--- src/rtl/mrv1_th_barrier.sv ---
`default_nettype none
// mrv1_th_barrier: per-core thread barrier controller issuing single-cycle release pulses.
// Optional per-barrier watchdog force-release is built when MRV1_BARRIER_TIMEOUT_EN is defined.
module mrv1_th_barrier #(
  parameter int NUM_THREADS_P   = 8,
  parameter int NUM_BARRIERS_P  = 8,
  parameter int TIMEOUT_P       = 1024,
  parameter int TID_WIDTH_LP    = $clog2(NUM_THREADS_P),
  parameter int BAR_ID_WIDTH_LP = $clog2(NUM_BARRIERS_P)
) (
  input  logic                       clk_i,
  input  logic                       rst_i,
  input  logic                       flush_i,
  input  logic                       bar_vld_i,
  input  logic [TID_WIDTH_LP-1:0]    bar_tid_i,
  input  logic [BAR_ID_WIDTH_LP-1:0] bar_id_i,
  input  logic [TID_WIDTH_LP-1:0]    bar_size_m1_i,
  output logic [NUM_THREADS_P-1:0]   stall_mask_o,
  output logic                       rel_vld_o,
  output logic [BAR_ID_WIDTH_LP-1:0] rel_id_o,
  output logic [NUM_THREADS_P-1:0]   rel_mask_o,
  output logic                       rel_timeout_o,
  output logic                       err_o
);

  typedef enum logic {BAR_IDLE = 1'b0, BAR_ARMED = 1'b1} bar_state_e;

  bar_state_e                state       [NUM_BARRIERS_P];
  bar_state_e                state_nxt   [NUM_BARRIERS_P];
  logic [TID_WIDTH_LP-1:0]   size_m1     [NUM_BARRIERS_P];
  logic [TID_WIDTH_LP-1:0]   size_m1_nxt [NUM_BARRIERS_P];
  logic [TID_WIDTH_LP-1:0]   cnt         [NUM_BARRIERS_P];
  logic [TID_WIDTH_LP-1:0]   cnt_nxt     [NUM_BARRIERS_P];
  logic [NUM_THREADS_P-1:0]  mask        [NUM_BARRIERS_P];
  logic [NUM_THREADS_P-1:0]  mask_nxt    [NUM_BARRIERS_P];

  logic [NUM_THREADS_P-1:0]   tid_oh;
  logic [NUM_THREADS_P-1:0]   other_mask;
  logic [NUM_THREADS_P-1:0]   stall_nxt;
  logic [TID_WIDTH_LP-1:0]    cnt_inc;
  logic                       in_same;
  logic                       in_other;
  logic                       accepted;
  logic                       rel_vld_nxt;
  logic [BAR_ID_WIDTH_LP-1:0] rel_id_nxt;
  logic [NUM_THREADS_P-1:0]   rel_mask_nxt;
  logic                       err_nxt;

`ifdef MRV1_BARRIER_TIMEOUT_EN
  localparam int WDOG_W = $clog2(TIMEOUT_P) + 1;
  // Expiry is flagged one count early so the registered release lands exactly TIMEOUT_P cycles after arming.
  localparam logic [WDOG_W-1:0] WDOG_EXP = WDOG_W'(TIMEOUT_P - 2);
  localparam logic [WDOG_W-1:0] WDOG_MAX = WDOG_W'(TIMEOUT_P - 1);

  logic [WDOG_W-1:0]         wdog     [NUM_BARRIERS_P];
  logic [WDOG_W-1:0]         wdog_nxt [NUM_BARRIERS_P];
  logic [NUM_BARRIERS_P-1:0] expired;
  logic                      t_found;
  logic [BAR_ID_WIDTH_LP-1:0] t_sel;
  logic                      rel_timeout_nxt;
`endif

  assign tid_oh = {{(NUM_THREADS_P-1){1'b0}}, 1'b1} << bar_tid_i;

  always_comb begin
    for (int b = 0; b < NUM_BARRIERS_P; b++) begin
      state_nxt[b]   = state[b];
      size_m1_nxt[b] = size_m1[b];
      cnt_nxt[b]     = cnt[b];
      mask_nxt[b]    = mask[b];
    end
    rel_vld_nxt  = 1'b0;
    rel_id_nxt   = '0;
    rel_mask_nxt = '0;
    err_nxt      = 1'b0;
    accepted     = 1'b0;
    other_mask   = '0;
    for (int b = 0; b < NUM_BARRIERS_P; b++) begin
      if (BAR_ID_WIDTH_LP'(b) != bar_id_i) other_mask = other_mask | mask[b];
    end
    in_same  = |(mask[bar_id_i] & tid_oh);
    in_other = |(other_mask & tid_oh);
    cnt_inc  = cnt[bar_id_i] + 1'b1;

    if (bar_vld_i) begin
      if (in_other || in_same) begin
        err_nxt = 1'b1;
      end else if (state[bar_id_i] == BAR_IDLE) begin
        accepted = 1'b1;
        if (bar_size_m1_i == '0) begin
          rel_vld_nxt  = 1'b1;
          rel_id_nxt   = bar_id_i;
          rel_mask_nxt = tid_oh;
        end else begin
          state_nxt[bar_id_i]   = BAR_ARMED;
          size_m1_nxt[bar_id_i] = bar_size_m1_i;
          cnt_nxt[bar_id_i]     = '0;
          mask_nxt[bar_id_i]    = tid_oh;
        end
      end else begin
        accepted = 1'b1;
        // A size disagreement is flagged but the arrival still counts against the latched size.
        if (bar_size_m1_i != size_m1[bar_id_i]) err_nxt = 1'b1;
        if (cnt_inc == size_m1[bar_id_i]) begin
          rel_vld_nxt         = 1'b1;
          rel_id_nxt          = bar_id_i;
          rel_mask_nxt        = mask[bar_id_i] | tid_oh;
          state_nxt[bar_id_i] = BAR_IDLE;
          cnt_nxt[bar_id_i]   = '0;
          mask_nxt[bar_id_i]  = '0;
        end else begin
          cnt_nxt[bar_id_i]  = cnt_inc;
          mask_nxt[bar_id_i] = mask[bar_id_i] | tid_oh;
        end
      end
    end

`ifdef MRV1_BARRIER_TIMEOUT_EN
    rel_timeout_nxt = 1'b0;
    t_found         = 1'b0;
    t_sel           = '0;
    for (int b = 0; b < NUM_BARRIERS_P; b++) begin
      wdog_nxt[b] = (state[b] == BAR_ARMED && wdog[b] != WDOG_MAX) ? wdog[b] + 1'b1 : wdog[b];
      expired[b]  = (state[b] == BAR_ARMED) && (wdog[b] >= WDOG_EXP) &&
                    !(accepted && BAR_ID_WIDTH_LP'(b) == bar_id_i);
    end
    if (accepted) wdog_nxt[bar_id_i] = '0;
    for (int b = 0; b < NUM_BARRIERS_P; b++) begin
      if (expired[b] && !t_found) begin
        t_found = 1'b1;
        t_sel   = BAR_ID_WIDTH_LP'(b);
      end
    end
    // A natural release owns the output this cycle; a pending timeout simply waits.
    if (t_found && !rel_vld_nxt) begin
      rel_vld_nxt      = 1'b1;
      rel_timeout_nxt  = 1'b1;
      rel_id_nxt       = t_sel;
      rel_mask_nxt     = mask[t_sel];
      state_nxt[t_sel] = BAR_IDLE;
      cnt_nxt[t_sel]   = '0;
      mask_nxt[t_sel]  = '0;
      wdog_nxt[t_sel]  = '0;
    end
`endif

    stall_nxt = '0;
    for (int b = 0; b < NUM_BARRIERS_P; b++) stall_nxt = stall_nxt | mask_nxt[b];
  end

  always_ff @(posedge clk_i) begin
    if (rst_i || flush_i) begin
      for (int b = 0; b < NUM_BARRIERS_P; b++) begin
        state[b]   <= BAR_IDLE;
        size_m1[b] <= '0;
        cnt[b]     <= '0;
        mask[b]    <= '0;
      end
      stall_mask_o <= '0;
      rel_vld_o    <= 1'b0;
      rel_id_o     <= '0;
      rel_mask_o   <= '0;
      err_o        <= 1'b0;
    end else begin
      for (int b = 0; b < NUM_BARRIERS_P; b++) begin
        state[b]   <= state_nxt[b];
        size_m1[b] <= size_m1_nxt[b];
        cnt[b]     <= cnt_nxt[b];
        mask[b]    <= mask_nxt[b];
      end
      stall_mask_o <= stall_nxt;
      rel_vld_o    <= rel_vld_nxt;
      rel_id_o     <= rel_id_nxt;
      rel_mask_o   <= rel_mask_nxt;
      err_o        <= err_nxt;
    end
  end

`ifdef MRV1_BARRIER_TIMEOUT_EN
  always_ff @(posedge clk_i) begin
    if (rst_i || flush_i) begin
      for (int b = 0; b < NUM_BARRIERS_P; b++) wdog[b] <= '0;
      rel_timeout_o <= 1'b0;
    end else begin
      for (int b = 0; b < NUM_BARRIERS_P; b++) wdog[b] <= wdog_nxt[b];
      rel_timeout_o <= rel_timeout_nxt;
    end
  end
`else
  assign rel_timeout_o = 1'b0;
`endif

endmodule
`default_nettype wire

--- config.mk ---
export PLATFORM = sky130hd
export DESIGN_NAME = mrv1_th_barrier
export DESIGN_NICKNAME = d
export VERILOG_FILES = /design/src/rtl/mrv1_th_barrier.sv
export SDC_FILE = /design/constraint.sdc
export NUM_CORES = 1
export LEC_CHECK = 0
export ABC_AREA = 1
export CELL_PAD_IN_SITES_DETAIL_PLACEMENT = 1
export CELL_PAD_IN_SITES_GLOBAL_PLACEMENT = 1
export CORE_MARGIN = 2
export CORE_UTILIZATION = 31
export CTS_BUF_LIST = sky130_fd_sc_hd__clkbuf_8
export DETAILED_ROUTE_END_ITERATION = 8
export PLACE_DENSITY_LB_ADDON = 0.1
export SLEW_MARGIN = 30
export SYNTH_ARGS = -nofsm -noshare
export SYNTH_HDL_FRONTEND = slang
export SYNTH_SLANG_ARGS = --single-unit
--- constraint.sdc ---
create_clock -name clk_i -period 7.6 [get_ports clk_i]
set_input_delay 1.14 -clock clk_i [delete_from_list [all_inputs] [get_ports clk_i]]
set_output_delay 1.14 -clock clk_i [all_outputs]
set_load 0.02 [all_outputs]
; ---- Word level (Yosys, flattened, before mapping)
; Memories as Yosys holds them, arrays and structs flattened.
; Cells that the tools add are included.
[totals]
in_bits = 13
mem_bits_rw = 120
ff_bits = 21
wordCells = 173
memories = 4
[mem_list]
columns = memory, depth, word_bits, read_ports, rd_clocked_by_memory_dff, write_ports, line_no
row1 = mask, 8, 8, 9, 0, 8, 34  ; logic [NUM_THREADS_P-1:0] mask [NUM_BARRIERS_P];
row2 = cnt, 8, 3, 9, 0, 8, 32  ; logic [TID_WIDTH_LP-1:0] cnt [NUM_BARRIERS_P];
row3 = size_m1, 8, 3, 9, 0, 8, 30  ; logic [TID_WIDTH_LP-1:0] size_m1 [NUM_BARRIERS_P];
row4 = state, 8, 1, 9, 0, 8, 28  ; bar_state_e state [NUM_BARRIERS_P];
[op_classes]
eq_ne = 9
n_addsub = 1
n_shift = 1
n_lt_le_gt_ge = 2
reduce_logical = 9
n_bitwise = 58
mux = 84
[op_table]
columns = cell, n
row1 = $mux W64, 5
row2 = $mux W24, 9
row3 = $mux W8, 25
row4 = $bwmux W64, 2
row5 = $or A8 B8 Y8, 16
row6 = $and A64 B64 Y64, 1
row7 = $not A64 Y64, 1
row8 = $mux W3, 20
row9 = $bwmux W24, 2
row10 = $or A1 B1 Y1, 32
row11 = $and A24 B24 Y24, 1
row12 = $and A8 B8 Y8, 3
row13 = $demux W8 S3, 1
row14 = $not A24 Y24, 1
row15 = $mux W1, 18
row16 = $reduce_or A8 Y1, 2
row17 = $ne A3 B3 Y1 const A, 4
row18 = $demux W3 S3, 1
row19 = $not A8 Y8, 1
row20 = $shl A1 B3 Y8 const A, 1
row21 = $ne A2 B3 Y1 const A, 2
row22 = $ge A4 B4 Y1 const B, 1
row23 = $lt A4 B1 Y1 const B, 1
row24 = $not A3 Y4, 1
row25 = other kinds (12), 13

; ---- Depth between registers and ports, before layout
; Gate-level depths: netlist of the first run.
[depth]
ltp_word = 28
mapped_depth = 25

; ---- Worst setup path after synthesis of the first run
; OpenSTA, ideal clock, no wires.
[synth_path]
path_type = input to register
start = input port bar_id_i[2]
end = register with a tool-made name
setup_time_ns = 0.117
setup_slack_ns = 4.086
path_stages = 19
n_path_buf = 6
arrival_time_ns = 3.396
path_cell_list = buf_2 -> buf_4 -> clkbuf_1 -> nor2_1 -> a31oi_1 -> ha_1 -> buf_2 -> inv_1 -> nand2_1 -> nand2_1 -> nand2_1 -> inv_1 -> nand2_1 -> buf_4 -> nor2_1 -> inv_1 -> buf_2 -> o21ai_0 -> nor2_1
[synth_rtl]
columns = element, line_no
row1 = from (decl), 16  ; input logic [BAR_ID_WIDTH_LP-1:0] bar_id_i,

; ---- Worst setup path in the final report of the first run
[layout_path]
start = input port bar_id_i[1]
end = register stall_mask_o[5]
[layout_between]
elab_chain_cells = 28
[layout_lines]
columns = element, line_no
row1 = $reduce_bool A3 Y1, 79  ; if (BAR_ID_WIDTH_LP'(b) != bar_id_i) other_mask = other_mask | mask[b];
row2 = $mux W8, 79
row3 = $or A8 B8 Y8, 79
row4 = $mux W8, 79
row5 = $or A8 B8 Y8, 79
row6 = $mux W8, 79
row7 = $or A8 B8 Y8, 79
row8 = $mux W8, 79
row9 = [7 not listed], n/a
row10 = $mux W8, 79
row11 = $and A8 B8 Y8, 82  ; in_other = |(other_mask & tid_oh);
row12 = $reduce_or A8 Y1, 82
row13 = $logic_or A1 B1 Y1, 86  ; if (in_other || in_same) begin
row14 = $mux W64 (*), 86
row15 = $mux W64 (*), 85  ; if (bar_vld_i) begin
row16 = $or A8 B8 Y8 (6 in a row), 148  ; for (int b = 0; b < NUM_BARRIERS_P; b++) stall_nxt = stall_nxt | mask_nxt[b];
row17 = $or A8 B8 Y8 (*), 148
row18 = to (signal assigned), 171  ; stall_mask_o <= stall_nxt;
row19 = to (decl), 18  ; output logic [NUM_THREADS_P-1:0] stall_mask_o,
; Mark *: on every way between the ends. The rest lies on a longest branch, timed or not.
; A chain may end at the register's enable or synchronous reset.

==> results_dict.tcl, run 1 <==
set metrics [dict create \
    worstMarginPinSlew_ps 1010 \
    postCtsSetupBuffers 0 \
    max_freq_mhz 193 \
    ctsLongestPathBuffers 2 \
    syn_to_final_growth_pct 9.84 \
    holdPathStages 2 \
    h-tree-depth 4 \
    crit_top_cell "nand2_1" \
    synth_top_family_by_area "simple AND/OR/NAND/NOR gates" \
    cts_hold_buf 0 \
    crit_type "in2reg" \
    ys_seq_area_share_pct 28.8 \
    timing.final.ws_setup_ps 2430 \
    rsz0062_at_grt "false" \
    fin_crit_ps 5170 \
    yosysMostFrequentCell "nand2_1" \
    die-height_um 182 \
    first_iter_violations 845 \
    insertion_delay_ps 520 \
    status "finished clean" \
    synth_compound_area_share_pct 14.1 \
    cts.sinks 141 \
    synthTopCellsByCount "nand2_1 (662), nor2_1 (201), o21ai_0 (155)" \
    synth_cell_type_count 34 \
    crit_chain "buf_2, inv_1, nand2_1, inv_1, a22oi_1, a31oi_1, ha_1, nand3_1, nand2_1, nand2_1, inv_1, nand2_2, buf_4, nand4_1, nand3_1, nand2_1, nand2_1, nor2_1, a21oi_1" \
    final_design_area_no_fill_sq_um 10800 \
    first_pass_iters 5 \
    routed_wl_mm 44.3 \
    drtAntennaViolNets 0 \
    relSlewSlack_pct 32.7 \
    ys_warn_count 0 \
    hold_viol 0 \
    crit_buf_inv 5 \
    syn_area_sq_um 9790 \
    grtUsageTotal_pct 27.4 \
    setup.worst_path.end_class "register" \
    grt_pass1_wl_mm 68.4 \
    setup_viol 0 \
    powerDensity_nw_per_um2 194 \
    portBuffers 33 \
    nNetsFinal 1716 \
    synth_xor_area_share_pct 0.179 \
    place_ws_ps 1980 \
    synth.area.top_cells "dfxtp_1 (29%), nand2_1 (25%), o21ai_0 (7.9%)" \
    drv_cap 0 \
    cts_buffers 17 \
    dieArea_sq_um 33000 \
    grt_pass1_vias 11200 \
    crit_slowest_cell "ha_1" \
    place_area_sq_um 10300 \
    critical_path.top_delay_family "simple AND/OR/NAND/NOR gates" \
    cp.depth 19 \
    synth_edf_count 0 \
    tritoncts "done" \
    p_leak_nw 4.48 \
    total_power_mw 2.09 \
    postSynth.asyncResetShare_pct 0 \
    drc 0 \
    cp.required_ps 7960 \
    path_max_fanout 35 \
    core.rowCount 65 \
    arrival_ps 5530 \
    gp_congestion 0.834 \
    via_count 11300 \
    synth.ff_latch_count 141 \
    layout_worst_path_cycle_share_pct 68.0 \
    ios 35 \
    drv_slew 0 \
    fin_skew_ps 20.4 \
    root_buffer "clkbuf_8" \
    via_per_inst 5.35 \
    core_area_sq_um 31300 \
    drive_above_1_share_pct 6.07 \
    multiInputGateArea_sq_um 5920 \
    synth_top_area_cell "dfxtp_1" \
    synth.avg_cell_area_sq_um 5.69 \
    synthCells 1722 \
    antenna_found_initial 0 \
    fp.dieW_um 182 \
    grt_max_degree 163 \
    routedWlPerCell_um 20.9 \
    synth-simple-area-share_pct 45.8 \
    synth.mux.area_fraction_pct 0 \
    r2r.worst_path.cells 19 \
    overflow 0 \
    clkSlewWorstSetupHoldPaths_ps 90 \
    syn_nets 1736 \
    peakVddDrop_v 0.000104 \
    fillers 4218 \
    critPathMaxStageDelay_ps 590 \
    synthAdderAreaFrac_pct 0.128 \
    regArea_sq_um 2820 \
    final_core_util_pct 34.4 \
    synth_top_cell_area_share_pct 28.8 \
    initial_core_util_pct 31.3 \
    synth_flop_cell "dfxtp_1" \
    setup_tns_ps 0 \
    hold_class "reg2reg" \
    postCtsResizedCells 0 \
    antennaDiodeCount 0 \
    place_hpwl_mm 29.5 \
    critPathLaunchType "input pin" \
]
## cells in the final DEF (no fill, tap or decap), types with 5 or more instances in the layout
master / netlist / layout
nand2_1: 662 / 660
nor2_1: 201 / 201
o21ai_0: 155 / 155
nand3_1: 146 / 146
dfxtp_1: 141 / 141
inv_1: 129 / 128
a21oi_1: 61 / 61
nand4_1: 46 / 46
buf_4: 16 / 32
clkdlybuf4s50_1: 0 / 31
clkbuf_8: 0 / 18
nand2_2: 11 / 12
a211oi_1: 12 / 12
nor3_1: 9 / 7
a211oi_2: 7 / 7
inv_2: 5 / 5
o211ai_1: 5 / 5
## worst min-delay path: cells and delay by family (launching register included)
kind / cells / cell delay, ps
flops: 1 / 320
buf+inv: 1 / 50
compound gates: 1 / 50
## kinds of logic (layout without fill, tap and decap cells)
family	Yosys count	count (layout)
AO/OA/AOI/OAI	251	251
XOR/XNOR	2	2
adder cells (fa/ha/maj)	1	1
buffers and inverters	242	234
flip-flops	141	141
other	1	1
AND/OR/NAND/NOR	1084	1084
## path summary, 6_finish.rpt
check | startpoint | endpoint | slack [ps]
max | bar_id_i[1] | stall_mask_o[5] | 2430
min reg2reg | size_m1[1][1] | size_m1[1][1] | 460
max reg2reg | cnt[3][0] | stall_mask_o[5] | 4000
min | size_m1[1][1] | size_m1[1][1] | 460
## where the power goes
group	leakage (nW)	switching, mW	internal [mW]
clock network	0.209	0.350	0.333
logic	3.13	0.439	0.170
registers	1.14	0.0242	0.773
total	4.48	0.813	1.28
## flip-flops by register name, indices dropped and copies added (netlist names), named ones only
| signal | count |
|---|---|
| mask | 64 |
| cnt | 24 |
| size_m1 | 24 |
| rel_mask_o | 8 |
| stall_mask_o | 8 |
| rel_id_o | 3 |
| err_o | 1 |
| rel_vld_o | 1 |
## per-stage QoR
stage	hold WS, ps	instances
after floorplan	424	1722
after global placement	437	2085
after detailed placement	444	2085
after CTS	459	2116
after global routing	484	2116
final	458	2116
## area by class of cell
type | count | area share, %
multi-input cells | 1339 | 55.1
flip-flops and latches | 141 | 26.2
repair buffers | 66 | 5.40
inverters | 137 | 4.79
well taps | 402 | 4.68
clock buffers | 18 | 2.30
clock inverters | 13 | 1.54
## routing by layer
metal | global-route usage (%) | up-vias | share of wire, %
met1 | 35.8 | 5502 | 46
li1 | - | 5466 | -
met3 | 3.57 | 74 | 3.8
met5 | 0 | - | 0
met4 | 9.37 | 0 | 2.9
met2 | 46.4 | 273 | 47
Note: power is estimated with default switching activity, not from simulation.
==> inputs of run 2 (changes only) <==
==> constraint.sdc (replaced) <==
create_clock -name clk_i -period 5 [get_ports clk_i]
set_input_delay 0.75 -clock clk_i [delete_from_list [all_inputs] [get_ports clk_i]]
set_output_delay 0.75 -clock clk_i [all_outputs]
set_load 0.02 [all_outputs]
==> results_dict.tcl, run 2 (same netlist as run 1, synthesis figures left out) <==
set metrics [dict create \
    ctsLongestPathBuffers 2 \
    syn_to_final_growth_pct 11.4 \
    crit_top_cell "nand2_1" \
    drtAntennaViolNets 0 \
    layout_common_cells "nand2_1 (660), nor2_1 (201), o21ai_0 (155)" \
    postCtsSetupBuffers 0 \
    hold_viol 0 \
    setup_tns_ps 0 \
    routedWlPerCell_um 20.7 \
    fin_skew_ps 18.2 \
    cp.required_ps 5450 \
    first_pass_iters 5 \
    relSlewSlack_pct 38.7 \
    place_ws_ps 505 \
    core.rowCount 65 \
    critical_path.top_delay_family "simple AND/OR/NAND/NOR gates" \
    critPathMaxStageDelay_ps 490 \
    regMostFlops "mask" \
    setup_viol 0 \
    antenna_found_initial 0 \
    place_hpwl_mm 30.2 \
    crit_type "in2reg" \
    crit_chain "buf_2, buf_4, nand2_1, inv_1, nand2_1, nand4_1, nor2_1, a31oi_1, ha_1, inv_1, nand2_1, nand2_1, nand2_1, inv_1, nand2_2, buf_4, nand4_1, nand3_1, nand2_1, nand2_1, nor2_1, a21oi_1" \
    critPathLaunchType "input pin" \
    drc 0 \
    max_freq_mhz 252 \
    tritoncts "done" \
    crit_buf_inv 6 \
    nNetsFinal 1730 \
    h-tree-depth 4 \
    fin_crit_ps 3970 \
    p_leak_nw 4.58 \
    fp.dieW_um 182 \
    via_per_inst 5.28 \
    grtUsageTotal_pct 27.5 \
    powerDensity_nw_per_um2 305 \
    drv_slew 0 \
    peakVddDrop_v 0.000182 \
    final_core_util_pct 34.8 \
    overflow 0 \
    gp_congestion 0.863 \
    hold_class "reg2reg" \
    setup.worst_path.end_class "register" \
    rsz0062_at_grt "false" \
    drive_above_1_share_pct 6.65 \
    grt_max_degree 94 \
    cts_hold_buf 0 \
    core_area_sq_um 31300 \
    postCtsResizedCells 0 \
    initial_core_util_pct 31.3 \
    crit_slowest_cell "ha_1" \
    clkSlewWorstSetupHoldPaths_ps 100 \
    routed_wl_mm 44.2 \
    drv_cap 0 \
    final_common_cell "nand2_1" \
    layout_worst_path_cycle_share_pct 79.3 \
    grt_pass1_wl_mm 68.7 \
    first_iter_violations 708 \
    via_count 11300 \
    largestRegisters "mask x64, cnt x24, size_m1 x24" \
    antennaDiodeCount 0 \
    arrival_ps 4420 \
    root_buffer "clkbuf_8" \
    die-height_um 182 \
    ios 35 \
    portBuffers 33 \
    largest_register_ffs 64 \
    dieArea_sq_um 33000 \
    cts.sinks 141 \
    grt_pass1_vias 11700 \
    timing.final.ws_setup_ps 1030 \
    cts_buffers 17 \
    insertion_delay_ps 530 \
    worstMarginPinSlew_ps 919 \
    status "finished clean" \
    path_max_fanout 36 \
]
[run 2: changes by cell type in the layout (fill, tap and decap cells not counted), moves of 2 or more]
cell	change
buf_4	+15
bufinv_16	+3
clkinv_2	-2
inv_1	+2
nor3_1	+2
nor3_2	-2
[run 2: tightest hold or removal path: stages (launching register included)]
cell and delay (ps):
dfxtp_1 320, inv_1 50, a21oi_1 50
[run 2: metal layers]
metal  share of wire [%]  vias to the layer above  track usage, %
li1                    -                     5502               -
met5                   0                        -               0
met4                 1.9                        0            7.77
met1                  46                     5521            34.5
met3                 3.1                       46            4.27
met2                  49                      187            48.7
[run 2: worst paths after layout]
path,startpoint,to,slack (ps),cells past startpoint
worst max-delay path,bar_id_i[1],stall_mask_o[7],1030,22
worst max register to register,cnt[4][0],stall_mask_o[7],1810,20
worst min-delay path,size_m1[1][1],size_m1[1][1],450,2
worst min register to register,size_m1[1][1],size_m1[1][1],450,2
[run 2: cell type report]
class	instances	area (sq um)
tap	402	503
clock buffer	17	234
clock inverter	15	245
timing repair buffer	80	673
fill	4244	20400
multi-input combinational	1339	5910
inverter	137	515
sequential	141	2820
[run 2: stage by stage]
stage | hold WS (ps) | cells | total power, mW | cell area [sq um]
floorplan | 424 | 1722 | 1.87 | 9790
global placement | 437 | 2099 | 2.16 | 10400
detailed placement | 441 | 2099 | 2.17 | 10400
CTS | 454 | 2131 | 3.37 | 10900
global route | 469 | 2131 | 3.52 | 10900
finish | 452 | 2131 | 3.33 | 10900
[run 2: report_power, final]
group	switching [mW]	internal, mW	leakage (nW)
sequential	0.0377	1.17	1.14
clock	0.542	0.645	0.247
combinational	0.665	0.264	3.19
